## src/rtl/arm_pkg.sv

```systemverilog
// Shared ARM pipeline definitions: fetch FSM states, datapath width, PC step and NOP encoding.
package arm_pkg;

   localparam int INSTR_W = 32;
   localparam logic [INSTR_W-1:0] PC_INC  = 32'd4;
   localparam logic [INSTR_W-1:0] ARM_NOP = 32'h0000_0000;

   typedef enum logic [1:0] {
      FS_REQ  = 2'd0,
      FS_WAIT = 2'd1,
      FS_HOLD = 2'd2
   } fetch_state_t;

   // Instruction fetches are always word aligned; low address bits are discarded.
   function automatic logic [INSTR_W-1:0] word_align(input logic [INSTR_W-1:0] addr);
      return addr & ~(PC_INC - 32'd1);
   endfunction

endpackage

```

## src/rtl/if_fetch_unit_if.sv

```systemverilog
// Instruction-memory request/response channel between the fetch unit (master) and imem (slave).
interface if_fetch_unit_if;
   import arm_pkg::*;

   logic               imem_req;
   logic [INSTR_W-1:0] imem_addr;
   logic               imem_ready;
   logic               imem_rvalid;
   logic [INSTR_W-1:0] imem_rdata;

   modport master (
      output imem_req, imem_addr,
      input  imem_ready, imem_rvalid, imem_rdata
   );

   modport slave (
      input  imem_req, imem_addr,
      output imem_ready, imem_rvalid, imem_rdata
   );

endinterface

```

## src/rtl/if_perf_counters.sv

```systemverilog
// Saturating fetch-unit event counters: consumed instructions and dropped memory responses.
module if_perf_counters (
   input  logic        clk,
   input  logic        rst,
   input  logic        fetch_inc,
   input  logic        discard_inc,
   output logic [31:0] fetch_count,
   output logic [15:0] discard_count
);

   logic [31:0] fetch_count_reg;
   logic [15:0] discard_count_reg;

   always_ff @(posedge clk or posedge rst) begin
      if (rst) begin
         fetch_count_reg   <= '0;
         discard_count_reg <= '0;
      end else begin
         if (fetch_inc && (fetch_count_reg != '1))
            fetch_count_reg <= fetch_count_reg + 32'd1;
         if (discard_inc && (discard_count_reg != '1))
            discard_count_reg <= discard_count_reg + 16'd1;
      end
   end

   assign fetch_count   = fetch_count_reg;
   assign discard_count = discard_count_reg;

endmodule

```

## src/rtl/if_fetch_unit.sv

```systemverilog
// IF stage: owns the PC, issues one outstanding imem request, presents each fetch until consumed.
// Optional IF_PERF_CNT_EN adds fetch_count/discard_count outputs.
module if_fetch_unit
   import arm_pkg::*;
#(
   parameter logic [INSTR_W-1:0] RESET_PC  = 32'h0000_0000,
   parameter logic [INSTR_W-1:0] NOP_INSTR = ARM_NOP
) (
   input  logic               clk,
   input  logic               rst,
   input  logic               freeze,
   input  logic               branch_taken,
   input  logic [INSTR_W-1:0] branch_addr,
   if_fetch_unit_if.master    imem,
   output logic               fetch_valid,
   output logic [INSTR_W-1:0] PC_out,
   output logic [INSTR_W-1:0] Instruction_out
`ifdef IF_PERF_CNT_EN
   ,
   output logic [31:0]        fetch_count,
   output logic [15:0]        discard_count
`endif
);

   fetch_state_t       state_reg, state_next;
   logic [INSTR_W-1:0] pc_reg, pc_next;
   logic               discard_reg, discard_next;
   logic               fetch_valid_reg, fetch_valid_next;
   logic [INSTR_W-1:0] pc_out_reg, pc_out_next;
   logic [INSTR_W-1:0] instr_reg, instr_next;

   always_ff @(posedge clk or posedge rst) begin
      if (rst) begin
         state_reg       <= FS_REQ;
         pc_reg          <= RESET_PC;
         discard_reg     <= 1'b0;
         fetch_valid_reg <= 1'b0;
         pc_out_reg      <= '0;
         instr_reg       <= NOP_INSTR;
      end else begin
         state_reg       <= state_next;
         pc_reg          <= pc_next;
         discard_reg     <= discard_next;
         fetch_valid_reg <= fetch_valid_next;
         pc_out_reg      <= pc_out_next;
         instr_reg       <= instr_next;
      end
   end

   always_comb begin
      state_next       = state_reg;
      pc_next          = pc_reg;
      discard_next     = discard_reg;
      fetch_valid_next = fetch_valid_reg;
      pc_out_next      = pc_out_reg;
      instr_next       = instr_reg;

      if (branch_taken) begin
         // Redirect wins; an already-accepted request must still be drained, so it is marked stale.
         pc_next          = word_align(branch_addr);
         fetch_valid_next = 1'b0;
         pc_out_next      = '0;
         instr_next       = NOP_INSTR;
         unique case (state_reg)
            FS_REQ: begin
               if (imem.imem_ready) begin
                  discard_next = 1'b1;
                  state_next   = FS_WAIT;
               end
            end
            FS_WAIT: begin
               if (imem.imem_rvalid) begin
                  discard_next = 1'b0;
                  state_next   = FS_REQ;
               end else begin
                  discard_next = 1'b1;
               end
            end
            default: state_next = FS_REQ;
         endcase
      end else begin
         unique case (state_reg)
            FS_REQ: begin
               if (imem.imem_ready)
                  state_next = FS_WAIT;
            end
            FS_WAIT: begin
               if (imem.imem_rvalid) begin
                  if (discard_reg) begin
                     discard_next = 1'b0;
                     state_next   = FS_REQ;
                  end else begin
                     fetch_valid_next = 1'b1;
                     pc_out_next      = pc_reg + PC_INC;
                     instr_next       = imem.imem_rdata;
                     state_next       = FS_HOLD;
                  end
               end
            end
            default: begin
               if (!freeze) begin
                  pc_next          = pc_reg + PC_INC;
                  fetch_valid_next = 1'b0;
                  pc_out_next      = '0;
                  instr_next       = NOP_INSTR;
                  state_next       = FS_REQ;
               end
            end
         endcase
      end
   end

   assign imem.imem_req   = (state_reg == FS_REQ);
   assign imem.imem_addr  = pc_reg;
   assign fetch_valid     = fetch_valid_reg;
   assign PC_out          = pc_out_reg;
   assign Instruction_out = instr_reg;

`ifdef IF_PERF_CNT_EN
   logic consumed;
   logic dropped;

   assign consumed = (state_reg == FS_HOLD) && !freeze && !branch_taken;
   assign dropped  = (state_reg == FS_WAIT) && imem.imem_rvalid && (discard_reg || branch_taken);

   if_perf_counters u_perf (
      .clk           (clk),
      .rst           (rst),
      .fetch_inc     (consumed),
      .discard_inc   (dropped),
      .fetch_count   (fetch_count),
      .discard_count (discard_count)
   );
`endif

endmodule

```

## src/flat_wrapper.sv

```systemverilog
// flat-port wrapper written by rule: the top's interface ports become plain ports
module if_fetch_unit_flat import arm_pkg::*;
#(
   parameter logic [INSTR_W-1:0] RESET_PC  = 32'h0000_0000,
   parameter logic [INSTR_W-1:0] NOP_INSTR = ARM_NOP
)
  (clk, rst, freeze, branch_taken, branch_addr, fetch_valid, PC_out, Instruction_out, imem_imem_req, imem_imem_addr, imem_imem_ready, imem_imem_rvalid, imem_imem_rdata);
  if_fetch_unit_if imem_i ();
  input  logic clk;
  input  logic rst;
  input  logic freeze;
  input  logic branch_taken;
  input  logic [INSTR_W-1:0] branch_addr;
  output logic fetch_valid;
  output logic [INSTR_W-1:0] PC_out;
  output logic [INSTR_W-1:0] Instruction_out;
  output wire logic [$bits(imem_i.imem_req)-1:0] imem_imem_req;
  output wire logic [$bits(imem_i.imem_addr)-1:0] imem_imem_addr;
  input wire logic [$bits(imem_i.imem_ready)-1:0] imem_imem_ready;
  input wire logic [$bits(imem_i.imem_rvalid)-1:0] imem_imem_rvalid;
  input wire logic [$bits(imem_i.imem_rdata)-1:0] imem_imem_rdata;
  assign imem_imem_req = imem_i.imem_req;
  assign imem_imem_addr = imem_i.imem_addr;
  assign imem_i.imem_ready = imem_imem_ready;
  assign imem_i.imem_rvalid = imem_imem_rvalid;
  assign imem_i.imem_rdata = imem_imem_rdata;
  if_fetch_unit #(.RESET_PC(RESET_PC), .NOP_INSTR(NOP_INSTR)) u_core (.clk(clk), .rst(rst), .freeze(freeze), .branch_taken(branch_taken), .branch_addr(branch_addr), .imem(imem_i), .fetch_valid(fetch_valid), .PC_out(PC_out), .Instruction_out(Instruction_out));
endmodule
```

## config.mk

```make
export PLATFORM = sky130hd
export DESIGN_NAME = if_fetch_unit_flat
export DESIGN_NICKNAME = d
export VERILOG_FILES = /design/src/rtl/arm_pkg.sv /design/src/rtl/if_fetch_unit_if.sv /design/src/rtl/if_perf_counters.sv /design/src/rtl/if_fetch_unit.sv /design/src/flat_wrapper.sv
export SDC_FILE = /design/constraint.sdc
export NUM_CORES = 1
export LEC_CHECK = 0
export ABC_AREA = 1
export CORE_MARGIN = 5
export CORE_UTILIZATION = 46
export DETAILED_ROUTE_END_ITERATION = 7
export PLACE_DENSITY = 0.78
export SYNTH_ARGS = -nofsm -noshare
export SYNTH_HDL_FRONTEND = slang
export SYNTH_SLANG_ARGS = --single-unit
export TNS_END_PERCENT = 20
```

## constraint.sdc

```tcl
create_clock -name clk -period 4.1 [get_ports clk]
set_clock_uncertainty 0.2 [all_clocks]
set_input_delay 0.615 -clock clk [delete_from_list [all_inputs] [get_ports clk]]
set_output_delay 0.615 -clock clk [all_outputs]
set_load 0.005 [all_outputs]
```

# == Yosys cells after proc, flatten, opt, wreduce, memory -nomap -nowiden ==
# Index checks and enable logic that the tools add are counted.
# classes
addsub,1
n_eq_ne,10
muxes,31
reduce_logical,9
# ops
operator,n
$mux 32,10
$pmux 32 s2,2
$add 32x3->32 const B,1
$mux 2,6
$mux 1,9
$pmux 2 s2,2
$reduce_and 4->1,2
$ne 3x3->1 const B,2
$reduce_bool 2->1,3
$ne 2x1->1 const B,2
$ne 2x2->1 const B,2
$ne 4x1->1 const B,1
$pmux 1 s2,2
$reduce_and 2->1,2
$ne 3x1->1 const B,1
$ne 3x2->1 const B,1
$eq 2x1->1 const B,1
$logic_not 2->1,1
$reduce_or 2->1,1
# word_totals
regBits,100
input_bits,70
out_inout_bits,98
word_cells,57

# == Longest topological paths before layout ==
# Gate-level depths: netlist of the first run.
# depth
depth_word,5
ltp_mapped,10
mapped_depth_nobuf,10

# == Least setup slack after synthesis of the first run ==
# No wires, ideal clock.
# synth_path
path_kind,input to register
startpoint,input branch_taken
endpoint,"register u_core.pc_out_reg[10], in the netlist u_core.PC_out[10]"
setup_time_ns,0.077
arrival_ns,1.554
required_time_ns,3.823
setup_slack_ns,2.270
stages,5
n_path_buf,2
cell_sequence,buf_2 -> nor4_4 -> inv_2 -> clkbuf_1 -> o21ai_1
# synth_via
elab_chain_cells,2
word_cells_on_any_way,6
cone_classes,eq/ne: 4; mux: 1; reduce/logical: 1
# synth_rtl
item,line_no,text
start: declaration,flat_wrapper.sv:12,input logic branch_taken;
$ne 3x3->1 (no source line) (tied with other cells),--,
$reduce_and 4->1 (no source line),--,
end signal: assignment,if_fetch_unit.sv:45,pc_out_reg <= pc_out_next;
end: declaration,if_fetch_unit.sv:29,"logic [INSTR_W-1:0] pc_out_reg, pc_out_next;"
# Parallel ways exist; a longest one is shown, timed or not.
# A chain may end at the register's enable or synchronous reset.

# == Final worst setup path of the first run ==
# layout_path
startpoint,input branch_taken
endpoint,"register u_core.instr_reg[19], in the netlist u_core.Instruction_out[19]"
# layout_via
elab_chain_cells,2
word_cells_on_any_way,6
cone_classes,eq/ne: 4; mux: 1; reduce/logical: 1
# layout_rtl
item,line_no,text
$ne 3x3->1 (no source line) (tied with other cells),--,
$reduce_and 4->1 (no source line),--,
end signal: assignment,if_fetch_unit.sv:46,instr_reg <= instr_next;
end: declaration,if_fetch_unit.sv:30,"logic [INSTR_W-1:0] instr_reg, instr_next;"
# Parallel ways exist; a longest one is shown, timed or not.

==> summary.md, run 1 <==
| Metric | Value |
|---|---|
| Yosys cell types | 26 |
| Critical Path End Type | flip-flop |
| Switching part of the total power | 35.98% |
| Antenna violations before repair | 0 |
| Max-cap violations | 0 |
| Power Dens Cells | 461.4 nW/um^2 |
| Post-Synth XOR/XNOR Area | 1.090% |
| Worst ir drop on vdd | 0.2060 mV |
| Nets@finish | 851 |
| Post-DP HPWL | 10.53 mm |
| Synth Area in Compound Gates | 12.04% |
| RR Endpoint | u_core.Instruction_out[19] |
| Setup bufs post-CTS | 0 |
| Psw | 0.001115 W |
| Critical Path RT | 4210 ps |
| Number of instances in the placed design | 905 |
| Period Utilization, post-route | 70.76% |
| Clock-pin slew on the worst setup and hold paths | 90 ps |
| Critical-path maximum fanout | 33 |
| Clock Path Buffers | 2 |
| Relative slew slack | 43.01% |
| Largest net degree at the start of global routing | 67 |
| Synth Area in Simple Gates | 29.92% |
| Flop2flop setup slack | 1770 ps |
| First-pass GRT wire length | 23.49 mm |
| # IOs | 168 |
| Min-delay src | u_core.PC_out[3] |
| Internal power | 0.001983 W |
| Vias | 4723 |
| Most frequent cells in the layout | nand2_1, clkdlybuf4s50_1, dfrtp_1 |
| Hold WS | 286.3 ps |
| Hold depth | 2 |
| #FFs+latches synth | 97 |
| Arrival time worst endpoint | 3010 ps |
| Yosys warns | 0 |
| Mux cell area share after synthesis | 0% |
| Clk pwr share | 18.6% |
| Antenna Cells | 0 |
| DP Area | 6545 sq um |
| Slowest-stage cell, CP | clkdlybuf4s50_1 |
| Cts repair resizes | 0 |
| Hold Path Class | reg -> reg |
| Die H | 112.4 um |
| DRT antenna net count | 0 |
| Worst reg2reg path depth | 9 |
| Clk_lat worst skew | 380 ps |
| Post-synthesis cell area | 4822 sq um |
| CP Class | in -> reg |
| Startpoint Class | input pin |
| Hold Crit Endpoint | u_core.PC_out[3] |
| RSZ-0062 raised after global routing | false |
| Crit path max-delay family | buffers and inverters |
| Leak Pwr | 3.192 nW |
| Minimum clock period | 2901 ps |
| Routed vias/inst | 5.139 |
| Wirelength per Cell | 15.72 um |
| Fmax | 344.7 MHz |
| Syn Inst Count | 626 |
| Initial Util | 46.92% |
| WL final | 14.45 mm |
| Critical path buffer and inverter count | 3 |
| Synth top area cells | dfrtp_1, nand2_1, nor2_1 |
| Share of the synthesized area in the top cell type | 50.34% |
| Count of input and output buffers | 163 |
| Initial DRT Pass Iterations | 6 |
| Core area | 10280 sq um |
| Grt ovf | 0 |
| Mapped Avg Cell Area | 7.703 sq um |
| Max reg flops | 32 |
| Logic gate share of total power | 37.6% |
| Worst-Margin Slew | 848.5 ps |
| RR Startpoint | u_core.state_reg[1] |
| P&R area growth vs syn | 39.23% |
| Post-Synth Adder-Cell Area | 0.2595% |
| Fin cells | 919 |
| Total die area | 12630 sq um |
| Total track usage | 22.92% |
| Reg power frac | 43.8% |
| Commonest non-fill, non-tap cell in the layout | nand2_1 |
| Vias in the first global route | 4649 |
| Final setup viols | 0 |
| Setup TNS | 0 ps |
| Status | completed |
| Final core utilization | 65.33% |
| FILL cells | 914 |
| Finished Cell Area | 6714 sq um |
| CTS tree | done |
| Synth area leader | dfrtp_1 |
| Clock sink count | 97 |
| Largest family of logic cells by synthesized area | simple AND/OR/NAND/NOR gates |
| Layout cell share with drive strength beyond 1 | 3.959% |
| 1st-iter DRT viols | 322 |
| Die W | 112.4 um |
| Worst-path cell chain | clkdlybuf4s50_1 -> nor2_1 -> nand2_1 -> nand2_1 -> nor2_1 -> inv_2 -> buf_4 -> a22o_1 |
| Num rows | 37 |
| Max Transition Viols Final | 0 |
| CTS H-tree lvls | 3 |
| Gpl congestion | 0.8771 |
| Drt drc | 0 |
| Final Hold Fails | 0 |
| CP max stage delay | 750 ps |
| CTS buffer count | 9 |
| Clock root buffer master | clkbuf_8 |
| Hold-fix buffers at CTS | 0 |
| Sequential-to-total area share from yosys stat | 50.34% |
## power groups by stage
| stage | Sequential, W | Clock (W) | Combinational [W] |
|---|---|---|---|
| 6_report | 0.00136 | 0.000576 | 0.00116 |
| 5_1_grt | 0.00139 | 0.000629 | 0.00129 |
| 4_1_cts | 0.00135 | 0.000585 | 0.00117 |
| 3_5_place_dp | 0.00137 | 0 | 0.00117 |
| 3_3_place_gp | 0.00136 | 0 | 0.00114 |
| 2_1_floorplan | 0.00135 | 0 | 0.000544 |
## worst min-delay path, delay by kind of cell (launching register included)
family	cells	cell delay (ps)
flops	1	350
simple gates	2	110
## synthesized netlist by cell type
master,number
inv_2,2
o211ai_1,3
nor2_1,81
o21ai_0,23
and2_1,6
dfrtp_1,97
ha_1,1
nand2_1,235
nor2_2,5
nand3_1,32
inv_1,42
a21o_1,2
a21oi_1,15
nand2_2,1
xor2_1,3
clkbuf_1,6
a31oi_1,1
a22o_1,33
xnor2_1,3
buf_2,17
buf_1,2
conb_1,1
buf_4,3
nor4_4,1
o21ai_1,10
o21a_1,1
## kinds of logic after synthesis
family,Yosys count
and+or+nand+nor,361
DFF,97
AOI/OAI and AO/OA,88
buffers and inverters,72
xor gates and xnor gates,6
adders and majority gates,1
other,1
## how the worst max path moves through the flow
stage	from	to	depth (start not counted)
4_1_cts	branch_taken	u_core.Instruction_out[28]	8
3_3_place_gp	branch_taken	u_core.Instruction_out[30]	4
6_report	branch_taken	u_core.Instruction_out[19]	8
2_1_floorplan	rst	u_core.Instruction_out[0]	1
5_1_grt	branch_taken	u_core.Instruction_out[20]	8
3_5_place_dp	branch_taken	u_core.Instruction_out[28]	8
## area by class of cell
cell class,count,area [sq um],area share (%)
clock inverters,4,31.28,0.4659
multi-input cells,458,2096,31.22
flip-flops and latches,97,2427,36.15
inverters,44,167.7,2.497
well taps,136,170.2,2.534
repair buffers,170,1684,25.08
clock buffers,10,137.6,2.050
## per-stage QoR
| stage | power, W | worst slack [ps] |
|---|---|---|
| after floorplan | 0.001894 | 751.3 |
| after global placement | 0.002504 | 874.1 |
| after detailed placement | 0.002539 | 798.3 |
| after CTS | 0.003114 | 1192 |
| after global routing | 0.003307 | 1040 |
| final | 0.003098 | 1199 |
## metal layers
metal / global-route usage [%] / wire, um / vias to the layer above
li1: - / - / 2302
met2: 36.63 / 6508 / 193
met3: 5.768 / 1056 / 21
met1: 31.03 / 6630 / 2207
met5: 0 / 0 / -
met4: 6.731 / 252 / 0
Note: power is estimated with default switching activity, not from simulation.
==> inputs of run 2 (changes only) <==
--- a/config.mk
+++ b/config.mk
@@ -7,9 +7,9 @@
 export LEC_CHECK = 0
 export ABC_AREA = 1
 export CORE_MARGIN = 5
-export CORE_UTILIZATION = 46
+export CORE_UTILIZATION = 41
 export DETAILED_ROUTE_END_ITERATION = 7
-export PLACE_DENSITY = 0.78
+export PLACE_DENSITY = 0.74
 export SYNTH_ARGS = -nofsm -noshare
 export SYNTH_HDL_FRONTEND = slang
 export SYNTH_SLANG_ARGS = --single-unit
==> constraint.sdc (replaced) <==
create_clock -name clk -period 2.6 [get_ports clk]
set_clock_uncertainty 0.2 [all_clocks]
set_input_delay 0.39 -clock clk [delete_from_list [all_inputs] [get_ports clk]]
set_output_delay 0.39 -clock clk [all_outputs]
set_load 0.005 [all_outputs]
==> summary.md, run 2 (synthesized netlist as in run 1, its figures left out) <==
| Metric | Value |
|---|---|
| Internal power | 0.003569 W |
| Grt ovf | 0 |
| CP Class | in -> reg |
| Fmax | 461.5 MHz |
| Number of instances in the placed design | 915 |
| Worst ir drop on vdd | 0.4028 mV |
| Logic gate share of total power | 35.2% |
| Met1 usage | 28.51% |
| Period Utilization, post-route | 83.34% |
| Die W | 118.5 um |
| Reg power frac | 40.1% |
| CTS buffer count | 9 |
| P&R area growth vs syn | 43.44% |
| Cts repair resizes | 0 |
| # IOs | 168 |
| Vias | 4707 |
| Crit path max-delay family | buffers and inverters |
| Final WS setup | 433.1 ps |
| Layout cell share with drive strength beyond 1 | 4.066% |
| Total die area | 14030 sq um |
| FILL cells | 1044 |
| Clk pwr share | 24.7% |
| Critical Path End Type | flip-flop |
| Arrival time worst endpoint | 2250 ps |
| Startpoint Class | input pin |
| Total track usage | 20.73% |
| Clock root buffer master | clkbuf_16 |
| Final setup viols | 0 |
| Routed vias/inst | 5.061 |
| Critical Path RT | 2680 ps |
| Crit path top cell by count | nand2_1 |
| Setup TNS | 0 ps |
| Antenna violations before repair | 0 |
| Switching part of the total power | 33.30% |
| Worst-path cell chain | clkdlybuf4s50_1 -> inv_1 -> nand2_1 -> nand2_1 -> inv_1 -> o21ai_0 -> a21o_1 -> nand2_1 |
| Worst-Margin Slew | 765.7 ps |
| Critical path buffer and inverter count | 3 |
| Status | completed |
| Psw | 0.001782 W |
| Clock sink count | 97 |
| Post-DP HPWL | 10.73 mm |
| Commonest non-fill, non-tap cell in the layout | nand2_1 |
| Final core utilization | 60.32% |
| WL final | 14.62 mm |
| GRT busiest layer | met2 |
| CTS tree | done |
| Minimum clock period | 2167 ps |
| Initial Util | 42.05% |
| Num rows | 39 |
| FF/Latch Area | 2427 sq um |
| Nets@finish | 854 |
| Setup bufs post-CTS | 0 |
| Max Transition Viols Final | 0 |
| CTS H-tree lvls | 3 |
| Area of the multi-input gates | 2096 sq um |
| CP max stage delay | 680 ps |
| Slowest-stage cell, CP | clkdlybuf4s50_1 |
| Final Hold Fails | 0 |
| Antenna Cells | 0 |
| Fin cells | 930 |
| Vias in the first global route | 4618 |
| DRT antenna net count | 0 |
| Hold Path Class | reg -> reg |
| Die H | 118.5 um |
| Most frequent cells in the layout | nand2_1, clkdlybuf4s50_1, dfrtp_1 |
| Count of input and output buffers | 163 |
| Relative slew slack | 48.84% |
| Clk_lat worst skew | 340 ps |
| RSZ-0062 raised after global routing | false |
| Initial DRT Pass Iterations | 5 |
| Pre-CTS WS | 99.99 ps |
| Max reg flops | 32 |
| Power Dens Cells | 773.5 nW/um^2 |
| Leak Pwr | 3.271 nW |
| Clock Path Buffers | 2 |
| Core area | 11470 sq um |
| GRT met3 Usage | 5.874% |
| Max-cap violations | 0 |
| Wirelength per Cell | 15.72 um |
| 1st-iter DRT viols | 521 |
| Met2 usage | 32.00% |
| First-pass GRT wire length | 24.01 mm |
| Hold-fix buffers at CTS | 0 |
| Gpl congestion | 0.8727 |
| Largest net degree at the start of global routing | 50 |
| Critical-path maximum fanout | 21 |
| Clock-pin slew on the worst setup and hold paths | 70 ps |
| Drt drc | 0 |
==> run 2: cell count changes in the layout (fill, tap and decap cells not counted), moves of 2 or more <==
cell	before	now
clkbuf_1	0	3
clkbuf_16	0	9
clkinv_4	3	1
clkbuf_8	10	1
buf_12	0	4
==> run 2: layout make-up <==
class                   instances  area share (%)
well taps                     143           2.587
flip-flops and latches         97           35.09
inverters                      44           2.442
clock inverters                 2          0.5608
repair buffers                173           25.40
clock buffers                  13           3.618
multi-input cells             458           30.30
==> run 2: worst reg2reg max path: cells and delay by family (launching register included) <==
kind / cells / cell delay, ps
adders and majority gates: 1 / 250
DFF: 1 / 440
and+or+nand+nor: 9 / 1000
==> run 2: final timing paths <==
check | start | endpoint | slack, ps | cells after the start
worst max-delay path | branch_taken | u_core.imem.imem_addr[10] | 430 | 8
worst min-delay path | u_core.PC_out[3] | u_core.PC_out[3] | 280 | 2
worst max register to register | u_core.imem.imem_addr[2] | u_core.imem.imem_addr[26] | 580 | 10
worst min register to register | u_core.PC_out[3] | u_core.PC_out[3] | 280 | 2
max in group asynchronous | rst | u_core.Instruction_out[8] | 1270 | 3
min in group asynchronous | rst | u_core.PC_out[19] | 340 | 2
==> run 2: layer usage <==
layer  vias up  routed length [um]
met4         0                 233
met5         -                   0
met1      2196                6646
li1       2303                   -
met3        16                1143
met2       192                6593
==> run 2: power groups by stage <==
stage          clock, W  combinational (W)  sequential, W
6_report        0.00132            0.00188        0.00215
5_1_grt         0.00141            0.00208        0.00220
4_1_cts         0.00134            0.00190        0.00214
3_5_place_dp          0            0.00188        0.00216
3_3_place_gp          0            0.00185        0.00216
2_1_floorplan         0           0.000859        0.00213
==> run 2: through the flow <==
stage               hold slack [ps]  instance area, sq um  power, W
floorplan                     265.4                  4830  0.002987
global placement              257.1                  6628  0.004004
detailed placement            266.0                  6628  0.004046
CTS                           284.9                  6917  0.005385
global route                  304.4                  6917  0.005695
finish                        277.3                  6917  0.005350
==> inputs of run 3 (changes only) <==
==> constraint.sdc (replaced) <==
create_clock -name clk -period 1.99 [get_ports clk]
set_clock_uncertainty 0.2 [all_clocks]
set_input_delay 0.2985 -clock clk [delete_from_list [all_inputs] [get_ports clk]]
set_output_delay 0.2985 -clock clk [all_outputs]
set_load 0.005 [all_outputs]
==> summary.md, run 3 (synthesized netlist as in run 1, its figures left out) <==
| Metric | Value |
|---|---|
| Clock-pin slew on the worst setup and hold paths | 60 ps |
| Internal power | 0.004665 W |
| Flop2flop setup slack | 140 ps |
| Top routing layer in use | met4 |
| Fmax | 520.2 MHz |
| Reg power frac | 40.0% |
| Max reg flops | 32 |
| Most frequent cells in the layout | nand2_1, clkdlybuf4s50_1, dfrtp_1 |
| Clk pwr share | 23.3% |
| RR Startpoint | u_core.imem.imem_addr[3] |
| Logic gate share of total power | 36.7% |
| Initial DRT Pass Iterations | 4 |
| Period Utilization, post-route | 96.60% |
| 1st-iter DRT viols | 515 |
| Antenna violations before repair | 0 |
| Arrival time worst endpoint | 1420 ps |
| Final WS setup | 67.63 ps |
| Total die area | 14030 sq um |
| Max Transition Viols Final | 0 |
| Status | completed |
| Vias in the first global route | 4681 |
| Setup bufs post-CTS | 0 |
| Grt ovf | 0 |
| Die W | 118.5 um |
| Met2 Wirelength | 6.927 mm |
| Num rows | 39 |
| Hold Path Class | in -> async |
| Hold-fix buffers at CTS | 0 |
| Worst reg2reg path depth | 10 |
| Gpl congestion | 0.8773 |
| Critical-path maximum fanout | 3 |
| Final Hold Fails | 0 |
| Final setup viols | 0 |
| CTS buffer count | 9 |
| Post-DP HPWL | 11.04 mm |
| Clock sink count | 97 |
| M1 WL | 6.520 mm |
| Critical Path End Type | output pin |
| DRT antenna net count | 0 |
| Layout cell share with drive strength beyond 1 | 5.402% |
| CTS tree | done |
| Routed vias/inst | 5.027 |
| Clock root buffer master | clkbuf_16 |
| Nets@finish | 865 |
| Drt drc | 0 |
| RSZ-0062 raised after global routing | true |
| First-pass GRT wire length | 24.09 mm |
| Core area | 11470 sq um |
| Startpoint Class | flip-flop |
| Total track usage | 21.01% |
| Power Dens Cells | 995.5 nW/um^2 |
| Clk_lat worst skew | 340 ps |
| CTS H-tree lvls | 3 |
| Antenna Cells | 0 |
| Cts repair resizes | 0 |
| Critical Path RT | 1490 ps |
| Hold WS | 207.7 ps |
| RR Endpoint | u_core.imem.imem_addr[26] |
| Psw | 0.002309 W |
| # IOs | 168 |
| Count of input and output buffers | 163 |
| Max-cap violations | 0 |
| Minimum clock period | 1922 ps |
| Clock Path Buffers | 2 |
| P&R area growth vs syn | 45.28% |
| Worst ir drop on vdd | 0.7808 mV |
| Commonest non-fill, non-tap cell in the layout | nand2_1 |
| WL final | 14.62 mm |
| Wirelength per Cell | 15.57 um |
| FILL cells | 979 |
| Leak Pwr | 3.328 nW |
| Largest net degree at the start of global routing | 65 |
| Switching part of the total power | 33.10% |
| Setup TNS | 0 ps |
| Initial Util | 42.05% |
| Vias | 4720 |
| Met3 WL post-DR | 933 um |
| Pre-CTS WS | -195.4 ps |
| CP Class | reg -> out |
| Die H | 118.5 um |
==> run 3: cell types whose count changed in the layout (fill, tap and decap cells not counted), sizes merged <==
cell,previous run,this run
buf,10,21
bufinv,1,0
clkinv,1,0
==> run 3: power by group through the flow <==
| stage | Combinational, W | Clock, W | Sequential, W |
|---|---|---|---|
| 6_report | 0.00256 | 0.00163 | 0.00279 |
| 5_1_grt | 0.00283 | 0.00174 | 0.00285 |
| 4_1_cts | 0.00259 | 0.00166 | 0.00278 |
| 3_5_place_dp | 0.00257 | 0 | 0.00281 |
| 3_3_place_gp | 0.00253 | 0 | 0.00279 |
| 2_1_floorplan | 0.00112 | 0 | 0.00278 |
==> run 3: how the worst max path moves through the flow <==
stage / slack (ps) / endpoint / cells after the start / start
floorplan: 280 / u_core.imem.imem_addr[26] / 10 / u_core.imem.imem_addr[2]
global placement: -130 / u_core.Instruction_out[11] / 5 / branch_taken
detailed placement: -200 / u_core.Instruction_out[23] / 5 / branch_taken
CTS: 50 / imem_imem_req / 2 / u_core.state_reg[0]
global route: -30 / u_core.imem.imem_addr[22] / 10 / u_core.imem.imem_addr[3]
finish: 70 / imem_imem_req / 2 / u_core.state_reg[0]
==> run 3: area by class of cell <==
class                           count  area [sq um]  area share (%)
Sequential cell                    97          2427           34.65
Multi-Input combinational cell    458          2096           29.92
Inverter                           44         168.9           2.411
Tap cell                          143         178.9           2.554
Clock buffer                       13         270.3           3.858
Timing Repair Buffer              184          1864           26.61
==> run 3: worst max-delay path, cell delays in order (launching register included) <==
cell	delay, ps
dfrtp_1	400
nor2_1	160
clkdlybuf4s50_1	520
==> run 3: layer usage <==
metal	up-vias	track usage, %
met4	0	6.804
met1	2220	27.34
met5	-	0
met3	19	4.776
met2	161	34.88
li1	2320	-
==> run 3: stage by stage <==
stage          total power (W)  utilization, %  instances  area (sq um)
2_1_floorplan         0.003902               -        627          4830
3_3_place_gp          0.005320           58.73        926          6735
3_5_place_dp          0.005381           58.73        926          6735
4_1_cts               0.007035           61.09        939          7005
5_1_grt               0.007425           61.09        939          7005
6_report              0.006974           61.09        939          7005
